**config.mk**
```make
export PLATFORM = sky130hd
export DESIGN_NAME = bp_fe_resp_stream_buffer
export DESIGN_NICKNAME = d
export VERILOG_FILES = /design/src/rtl/bp_fe_resp_stream_buffer.sv
export SDC_FILE = /design/constraint.sdc
export NUM_CORES = 2
export LEC_CHECK = 0
export BUFFER_PORTS_ARGS = -buffer_cell sky130_fd_sc_hd__buf_2
export CELL_PAD_IN_SITES_DETAIL_PLACEMENT = 1
export CELL_PAD_IN_SITES_GLOBAL_PLACEMENT = 1
export CORE_UTILIZATION = 40
export CTS_CLUSTER_DIAMETER = 40
export DETAILED_ROUTE_END_ITERATION = 6
export PLACE_DENSITY = 0.62
export SLEW_MARGIN = 10
export SYNTH_ARGS = -nofsm -noshare
export SYNTH_HDL_FRONTEND = slang
export SYNTH_SLANG_ARGS = --single-unit
```
**constraint.sdc**
```tcl
create_clock -name clk_i -period 3.7 [get_ports clk_i]
set_input_delay 0.185 -clock clk_i [delete_from_list [all_inputs] [get_ports clk_i]]
set_output_delay 0.185 -clock clk_i [all_outputs]
set_load 0.01 [all_outputs]
```
**src/rtl/bp_fe_resp_stream_buffer.sv**
```systemverilog
// Multi-channel response buffer: per-channel FIFOs merged by a locked round-robin arbiter.
// Optional LFSR consumer stalls are enabled with `define BP_RESP_STREAM_RANDOM_STALL_EN.
module bp_fe_resp_stream_buffer #(
    parameter int          width_p     = 32,
    parameter int          els_p       = 16,
    parameter int          channels_p  = 2,
    parameter int          min_delay_p = 0,
    parameter int          max_delay_p = 15,
    parameter logic [15:0] seed_p      = 16'hACE1,
    localparam int ptr_w_lp  = $clog2(els_p),
    localparam int cnt_w_lp  = ptr_w_lp + 1,
    localparam int chan_w_lp = (channels_p > 1) ? $clog2(channels_p) : 1
) (
    input  logic                             clk_i,
    input  logic                             reset_n_i,
    input  logic [channels_p-1:0]            v_i,
    input  logic [channels_p*width_p-1:0]    data_i,
    output logic [channels_p-1:0]            ready_o,
    output logic                             v_o,
    output logic [width_p-1:0]               data_o,
    output logic [chan_w_lp-1:0]             chan_o,
    input  logic                             ready_and_i,
    input  logic                             clear_i,
    output logic [channels_p*cnt_w_lp-1:0]   hwm_o,
    output logic [channels_p-1:0]            overflow_o
);

    if (els_p < 2 || (1 << ptr_w_lp) != els_p) begin : g_bad_els
        $error("els_p must be a power of two and at least 2");
    end
    if (channels_p < 1 || channels_p > 4) begin : g_bad_chan
        $error("channels_p must be in 1..4");
    end
    if (max_delay_p < min_delay_p || min_delay_p < 0) begin : g_bad_delay
        $error("max_delay_p must be >= min_delay_p >= 0");
    end
    if (seed_p == 16'h0) begin : g_bad_seed
        $error("seed_p must be nonzero");
    end

    logic [width_p-1:0]   mem_r   [channels_p][els_p];
    logic [ptr_w_lp-1:0]  rptr_r  [channels_p];
    logic [ptr_w_lp-1:0]  wptr_r  [channels_p];
    logic [cnt_w_lp-1:0]  count_r [channels_p];
    logic [cnt_w_lp-1:0]  count_n [channels_p];
    logic [cnt_w_lp-1:0]  hwm_r   [channels_p];

    logic [channels_p-1:0] enq, deq, nonempty, overflow_r;
    logic [chan_w_lp-1:0]  rr_r, grant_r, grant_c, grant;
    logic                  lock_r, stall, xfer;

    // ready_o is a pure function of occupancy and reset; a full FIFO never accepts,
    // even while it is being popped.
    always_comb begin
        // NOTE: every output of a combinational block gets a default first so no latch is inferred.
        nonempty = '0;
        ready_o  = '0;
        enq      = '0;
        for (int c = 0; c < channels_p; c++) begin
            nonempty[c] = (count_r[c] != '0);
            ready_o[c]  = reset_n_i & (count_r[c] != cnt_w_lp'(els_p));
            enq[c]      = v_i[c] & ready_o[c];
        end
    end

    always_comb begin
        logic found;
        found   = 1'b0;
        grant_c = rr_r;
        for (int i = 1; i <= channels_p; i++) begin
            if (!found && nonempty[(int'(rr_r) + i) % channels_p]) begin
                grant_c = chan_w_lp'((int'(rr_r) + i) % channels_p);
                found   = 1'b1;
            end
        end
    end

    // A stalled-but-valid output keeps its grant so data_o/chan_o stay stable.
    assign grant  = lock_r ? grant_r : grant_c;
    assign v_o    = ~stall & (|nonempty);
    assign xfer   = v_o & ready_and_i;
    assign data_o = v_o ? mem_r[grant][rptr_r[grant]] : '0;
    assign chan_o = v_o ? grant : '0;

    always_comb begin
        deq = '0;
        for (int c = 0; c < channels_p; c++) begin
            deq[c]     = xfer & (grant == chan_w_lp'(c));
            count_n[c] = count_r[c];
            if (enq[c] && !deq[c]) count_n[c] = count_r[c] + 1'b1;
            else if (deq[c] && !enq[c]) count_n[c] = count_r[c] - 1'b1;
        end
    end

    // NOTE: storage is not reset; only pointers and counts are, which is enough to empty the FIFOs.
    always_ff @(posedge clk_i) begin
        for (int c = 0; c < channels_p; c++) begin
            if (enq[c]) mem_r[c][wptr_r[c]] <= data_i[c*width_p +: width_p];
        end
    end

    // NOTE: sequential state uses non-blocking assignments only.
    always_ff @(posedge clk_i or negedge reset_n_i) begin
        if (!reset_n_i) begin
            for (int c = 0; c < channels_p; c++) begin
                rptr_r[c]  <= '0;
                wptr_r[c]  <= '0;
                count_r[c] <= '0;
            end
        end else begin
            for (int c = 0; c < channels_p; c++) begin
                if (enq[c]) wptr_r[c] <= wptr_r[c] + 1'b1;
                if (deq[c]) rptr_r[c] <= rptr_r[c] + 1'b1;
                count_r[c] <= count_n[c];
            end
        end
    end

    always_ff @(posedge clk_i or negedge reset_n_i) begin
        if (!reset_n_i) begin
            rr_r    <= chan_w_lp'(channels_p - 1);
            grant_r <= '0;
            lock_r  <= 1'b0;
        end else if (xfer) begin
            rr_r    <= grant;
            lock_r  <= 1'b0;
        end else if (v_o) begin
            grant_r <= grant;
            lock_r  <= 1'b1;
        end
    end

    // An overflow or enqueue in the same cycle as clear_i takes priority over the clear.
    always_ff @(posedge clk_i or negedge reset_n_i) begin
        if (!reset_n_i) begin
            overflow_r <= '0;
            for (int c = 0; c < channels_p; c++) hwm_r[c] <= '0;
        end else begin
            for (int c = 0; c < channels_p; c++) begin
                if (v_i[c] && !ready_o[c]) overflow_r[c] <= 1'b1;
                else if (clear_i)          overflow_r[c] <= 1'b0;

                if (enq[c] && (clear_i || count_n[c] > hwm_r[c])) hwm_r[c] <= count_n[c];
                else if (clear_i)                                 hwm_r[c] <= '0;
            end
        end
    end

    always_comb begin
        hwm_o = '0;
        for (int c = 0; c < channels_p; c++) hwm_o[c*cnt_w_lp +: cnt_w_lp] = hwm_r[c];
    end
    assign overflow_o = overflow_r;

`ifdef BP_RESP_STREAM_RANDOM_STALL_EN
    localparam int range_lp = max_delay_p - min_delay_p + 1;
    localparam int dly_w_lp = (max_delay_p > 0) ? $clog2(max_delay_p + 1) : 1;

    logic [15:0]         lfsr_r;
    logic [dly_w_lp-1:0] delay_r;

    // Galois form of x^16+x^14+x^13+x^11+1, shifting right.
    always_ff @(posedge clk_i or negedge reset_n_i) begin
        if (!reset_n_i) begin
            lfsr_r  <= seed_p;
            delay_r <= '0;
        end else begin
            lfsr_r <= {1'b0, lfsr_r[15:1]} ^ (lfsr_r[0] ? 16'hB400 : 16'h0000);
            if (xfer)                 delay_r <= dly_w_lp'(min_delay_p + int'(lfsr_r) % range_lp);
            else if (delay_r != '0)   delay_r <= delay_r - 1'b1;
        end
    end

    assign stall = (delay_r != '0);
`else
    assign stall = 1'b0;
`endif

endmodule

```
# Word level (Yosys, flattened, before mapping)
# Memories as Yosys holds them, arrays and structs flattened.
# Cells that the tools add are included.
# totals
latchBits	0
word_cells	118
ramBits	1024
n_memories	1
ff_bits	41
mem_bits_ro	0
# op_classes
n_mux	38
n_lt_le_gt_ge	10
n_mul	0
shift	0
n_eq_ne	2
div_mod_pow	0
addsub	10
reduce_logical	29
bitwise_logic	15
# memory_table
name	depth	word_bits	read_ports	rd_ports_with_merged_regs	write_ports	line_no	text
mem_r	2	512	1	0	2	41	logic [width_p-1:0] mem_r [channels_p][els_p];
# ops
operator	n
$mux W512	2
$demux W32 S4	2
$mux W32	5
$bmux W32 S4	1
$mux W5	7
$mux W1	18
$add A4 B1 Y4 const B	4
$ge A5 B5 Y1 const B	3
$not A4 Y5	3
$mux W4	3
$logic_and A1 B1 Y1	11
$add A5 B1 Y5 const B	2
$gt A5 B5 Y1	2
$lt A5 B1 Y1 const B	2
$ne A5 B5 Y1 const B	2
$reduce_bool A2 Y1	5
$reduce_bool A5 Y1	2
$sub A5 B1 Y5 const B	2
$and A1 B1 Y1	7
$logic_not A1 Y1	7
$lt A2 B3 Y1 const B	2
$add A1 B1 Y1 const B	2
$and A1 B1 Y1 const A	2
$ge A2 B2 Y1 const B	1
5 further kinds	7

# Depth between registers and ports, before layout
# depth
word_depth	19
mapped_depth	19
mapped_depth_nobuf	18

# Worst setup path after synthesis
# No wires, ideal clock.
# synth_path
path_kind	register to register
from	register count_r[0] (netlist name)
to	register hwm_r, in the netlist hwm_o[1]
stages_incl_launch_ff	20
arrival_time_ns	3.913
setup_slack_ns	-0.337
cell_sequence	dfrtp_1 > inv_1 > ha_1 > or3b_4 > nor4_4 > inv_2 > and4_1 > buf_2 > nor2_4 > o211ai_1 > o31ai_1 > ha_1 > nor2b_1 > o21a_1 > o21ai_0 > nand2b_1 > a21oi_1 > a31oi_1 > o21ai_1 > mux2_2
# synth_lines
element	line_no	text
from (decl)	44	logic [cnt_w_lp-1:0] count_r [channels_p];
from (signal, indexed assignment)	114	count_r[c] <= count_n[c];
to (signal, indexed assignment)	144	else if (clear_i) hwm_r[c] <= '0;
to (decl)	46	logic [cnt_w_lp-1:0] hwm_r [channels_p];

# Final worst setup path
# layout_path
from	register count_r[0] (netlist name)
to	output port data_o[17]
# layout_via
elab_chain_len	18
elab_cells_between_ends	24
# layout_rtl
element	line_no	text
$reduce_bool A5 Y1 *	60	nonempty[c] = (count_r[c] != '0);
$mux W1 (not written as such) (3 in a row)	71	if (!found && nonempty[(int'(rr_r) + i) % channels_p]) begin
$mux W1	71	
$logic_not A1 Y1	71	
$logic_and A1 B1 Y1	71	
$mux W1	71	
$mux W1	79	assign grant = lock_r ? grant_r : grant_c;
$not A1 Y2 (not written as such)	82	assign data_o = v_o ? mem_r[grant][rptr_r[grant]] : '0;
$mux W4 (not written as such) (3 in a row)	82	
$not A4 Y5 (not written as such)	82	
$bmux W32 S4	82	
$mux W32 (not written as such) (2 in a row)	82	
$mux W32 *	82	
to (decl)	20	output logic [width_p-1:0] data_o,
# Every way passes the cells marked *; elsewhere a longest branch is shown, timed or not. The select of a mux whose other input is x is not followed.

==> flow_metrics.py <==
metrics = {
    "critical_path": {
        "cp-startpoint": "count_r[0]",
        "crit_required_ns": 3.51,
        "worstSetupStartpointType": "register",
        "arrival_ns": 4.08,
        "crit_type": "reg2out",
        "endpoint_kind": "primary output",
        "timing.rr.end": "hwm_o[4]",
        "path_max_fanout": 6,
        "r2r_start": "count_r[6]",
        "r2r_cells": 17,
        "reg2reg_slack_ns": -0.11,
    },
    "clock_tree": {
        "ctsRootBufferMaster": "clkbuf_16",
        "clk_latency_ns": 0.75,
        "clkTransAtPathRegs_ns": 0.05,
        "cts_sinks": 1065,
        "cts_tree": "built",
        "cts_htree_levels": 4,
        "cts_buffer_depth": 3,
        "cts_buffers": 143,
    },
    "placement": {
        "gp_congestion": 0.8487,
        "port_buffers": 117,
        "placed_cells": 4323,
        "dp_slack_ns": -0.1622,
        "dp_hpwl_um": 82110,
    },
    "global_route": {
        "grt_usage": 0.2449,
        "grt_first_pass_wirelength_um": 190600,
        "grt_antenna_before_repair": 9,
        "grt_pass1_vias": 28030,
        "met2_usage": 0.3926,
        "met3_usage": 0.05383,
        "grtUsageMet1": 0.3314,
        "busiest_layer": "met2",
        "grt_max_degree": 42,
        "grt_overflow": 0,
    },
    "floorplan": {
        "pin_count": 118,
        "die_w_um": 327.0,
        "start_util": 0.4059,
        "core_area_um2": 104100,
        "dieArea_um2": 106900,
        "rows": 118,
        "die_h_um": 327.0,
    },
    "timing": {
        "worst_slew_pin_slew_ns": 1.186,
        "max_slew_margin": 0.2094,
        "finalClockSkew_ns": 0.02928,
        "setup_viol": 42,
        "rsz0062_at_grt": "yes",
        "setup_tns_ns": -15.02,
        "setup_slack_ns": -0.5622,
        "fin_crit_sh": 1.152,
        "final_max_slew_viol_count": 0,
        "hold_viol": 0,
        "fin_crit_ns": 4.262,
        "fmax_ghz": 0.2346,
    },
    "yosys": {
        "synth_edf_count": 1024,
        "syn_area_per_cell_um2": 15.52,
        "async_flop_share": 0.03850,
        "yosysWarnings": 0,
        "ys_types": 70,
        "synth-seq-cells": 1065,
        "synth-seq-area-share": 0.7521,
        "netlist_instances": 2722,
        "synth_area_um2": 42250,
        "ys.flop_type": "edfxtp_1",
        "syn-num-nets": 2816,
    },
    "pwr": {
        "p_leak_nw": 19.01,
        "peakVddDrop_mv": 0.3733,
        "p_total_mw": 47.48,
        "pwr_density_cell_nw_per_um2": 868.9,
    },
    "routing": {
        "antenna_left": 0,
        "route.detailed.wl_per_inst_um": 27.89,
        "drtIter0Drc": 2286,
        "num_vias": 26320,
        "post-route-drc-count": 0,
        "drt-total-wl_um": 131800,
        "vias_per_cell": 5.569,
        "firstDrtPassIters": 5,
    },
    "flow_run": {
        "drv_cap": 0,
    },
    "outcome": {
        "failed_checks": "setup timing",
        "status": "finished, violations left",
    },
    "finish": {
        "drive_gt1_frac": 0.3007,
        "fin_nets": 3321,
        "fin_cells": 4726,
        "fillCellCount": 9790,
        "area_growth_pct": 29.35,
    },
    "min_path": {
        "hp-class": "in2async",
    },
}
per-stage QoR:
step,area [µm²],hold WS (ns),utilization
6_report,54650,0.2013,0.5250
5_1_grt,54640,0.2359,0.5250
4_1_cts,53740,0.1597,0.5163
3_5_place_dp,46330,0.4102,0.4451
3_3_place_gp,46330,0.3917,0.4451
2_1_floorplan,42290,-0.1106,-
worst max-delay path, cell delays in order (launching register included):
cell and delay [ns]:
dfrtp_1 0.39, inv_2 0.08, ha_4 0.13, or3b_4 0.41, o21a_4 0.25, nor3_4 0.27, or2_4 0.25, buf_12 0.16
buf_16 0.15, buf_12 0.13, buf_12 0.12, buf_8 0.12, mux4_2 0.35, o211ai_1 0.31, nor4_4 0.06, buf_2 0.16
power by group:
| group | switching [mW] | internal, mW |
|---|---|---|
| combinational | 10.7 | 7.96 |
| sequential | 0.456 | 14.0 |
| clock | 5.46 | 8.90 |
| total | 16.6 | 30.9 |
metal layers:
layer  routed length [µm]  vias to the layer above
li1                     -                    11510
met4                 3468                        6
met1                57120                    13800
met2                62820                      813
met3                 8371                      196
met5                   34                        -
worst max path at each step:
stage / to / slack, ns
2_1_floorplan: hwm_o[2] / -0.17
3_3_place_gp: data_o[0] / -0.1
3_5_place_dp: hwm_o[8] / -0.16
4_1_cts: data_o[2] / -0.54
5_1_grt: data_o[1] / -0.66
6_report: data_o[17] / -0.56
synth_stat cells, types with 38 or more instances:
library cell  instances  area, µm²
a21oi_1             175      875.8
clkbuf_1             78      292.8
dfrtp_1              40       1001
edfxtp_1           1024      30750
mux2i_1             196       1962
mux4_2               40      900.9
nand2_1             476       1787
nand3_1              51      255.2
nor2_1               38      142.6
nor4_1               63      394.1
o22ai_1              51      319.1
layout by cell type (no fill, tap or decap), types with 40 or more instances in the layout:
cell	Yosys	routed
buf_4	18	217
dlygate4sd3_1	0	71
mux4_2	40	40
clkbuf_16	0	151
edfxtp_1	1024	1024
buf_12	0	56
nand3_1	51	48
mux2i_1	196	175
buf_2	36	112
a21oi_1	175	138
nand2_1	476	464
registers in the layout, summed over array words and instances (netlist names):
name and flops:
mem_r 1024, rr_r 1, lock_r 1, hwm_o 10, rptr_r 8, grant_r 1
overflow_o 2, count_r 10, wptr_r 8
area by class of cell:
class,count,area (µm²),area share
Sequential cell,1065,31780,0.5816
Multi-Input combinational cell,1479,11200,0.2049
Timing Repair Buffer,511,4828,0.08836
Clock buffer,162,3766,0.06892
Tap cell,1380,1727,0.03160
Clock inverter,98,1231,0.02253
Inverter,27,101.3,0.001855
Antenna cell,4,10.01,0.0001832
timing repair:
action	4_1_cts	5_1_grt
hold buffers	71	0
cloned	7	2
endpoints found under the hold margin	1081	0
pin swaps	83	88
setup buffers	43	36
setup endpoints to repair	42	42
resized for setup	225	145
kinds of logic (layout without fill, tap and decap cells):
| group | after synthesis | in the layout | share of synthesized area |
|---|---|---|---|
| buffers and inverters | 178 | 798 | 0.01937 |
| adder cells (fa/ha/maj) | 24 | 24 | 0.007108 |
| flip-flops | 1065 | 1065 | 0.7521 |
| other | 0 | 4 | 0 |
| XOR/XNOR | 21 | 21 | 0.004354 |
| AO/OA/AOI/OAI | 402 | 402 | 0.05873 |
| AND/OR/NAND/NOR | 763 | 763 | 0.08174 |
| multiplexers | 269 | 269 | 0.07656 |
Power figures use the tool's default switching activity.
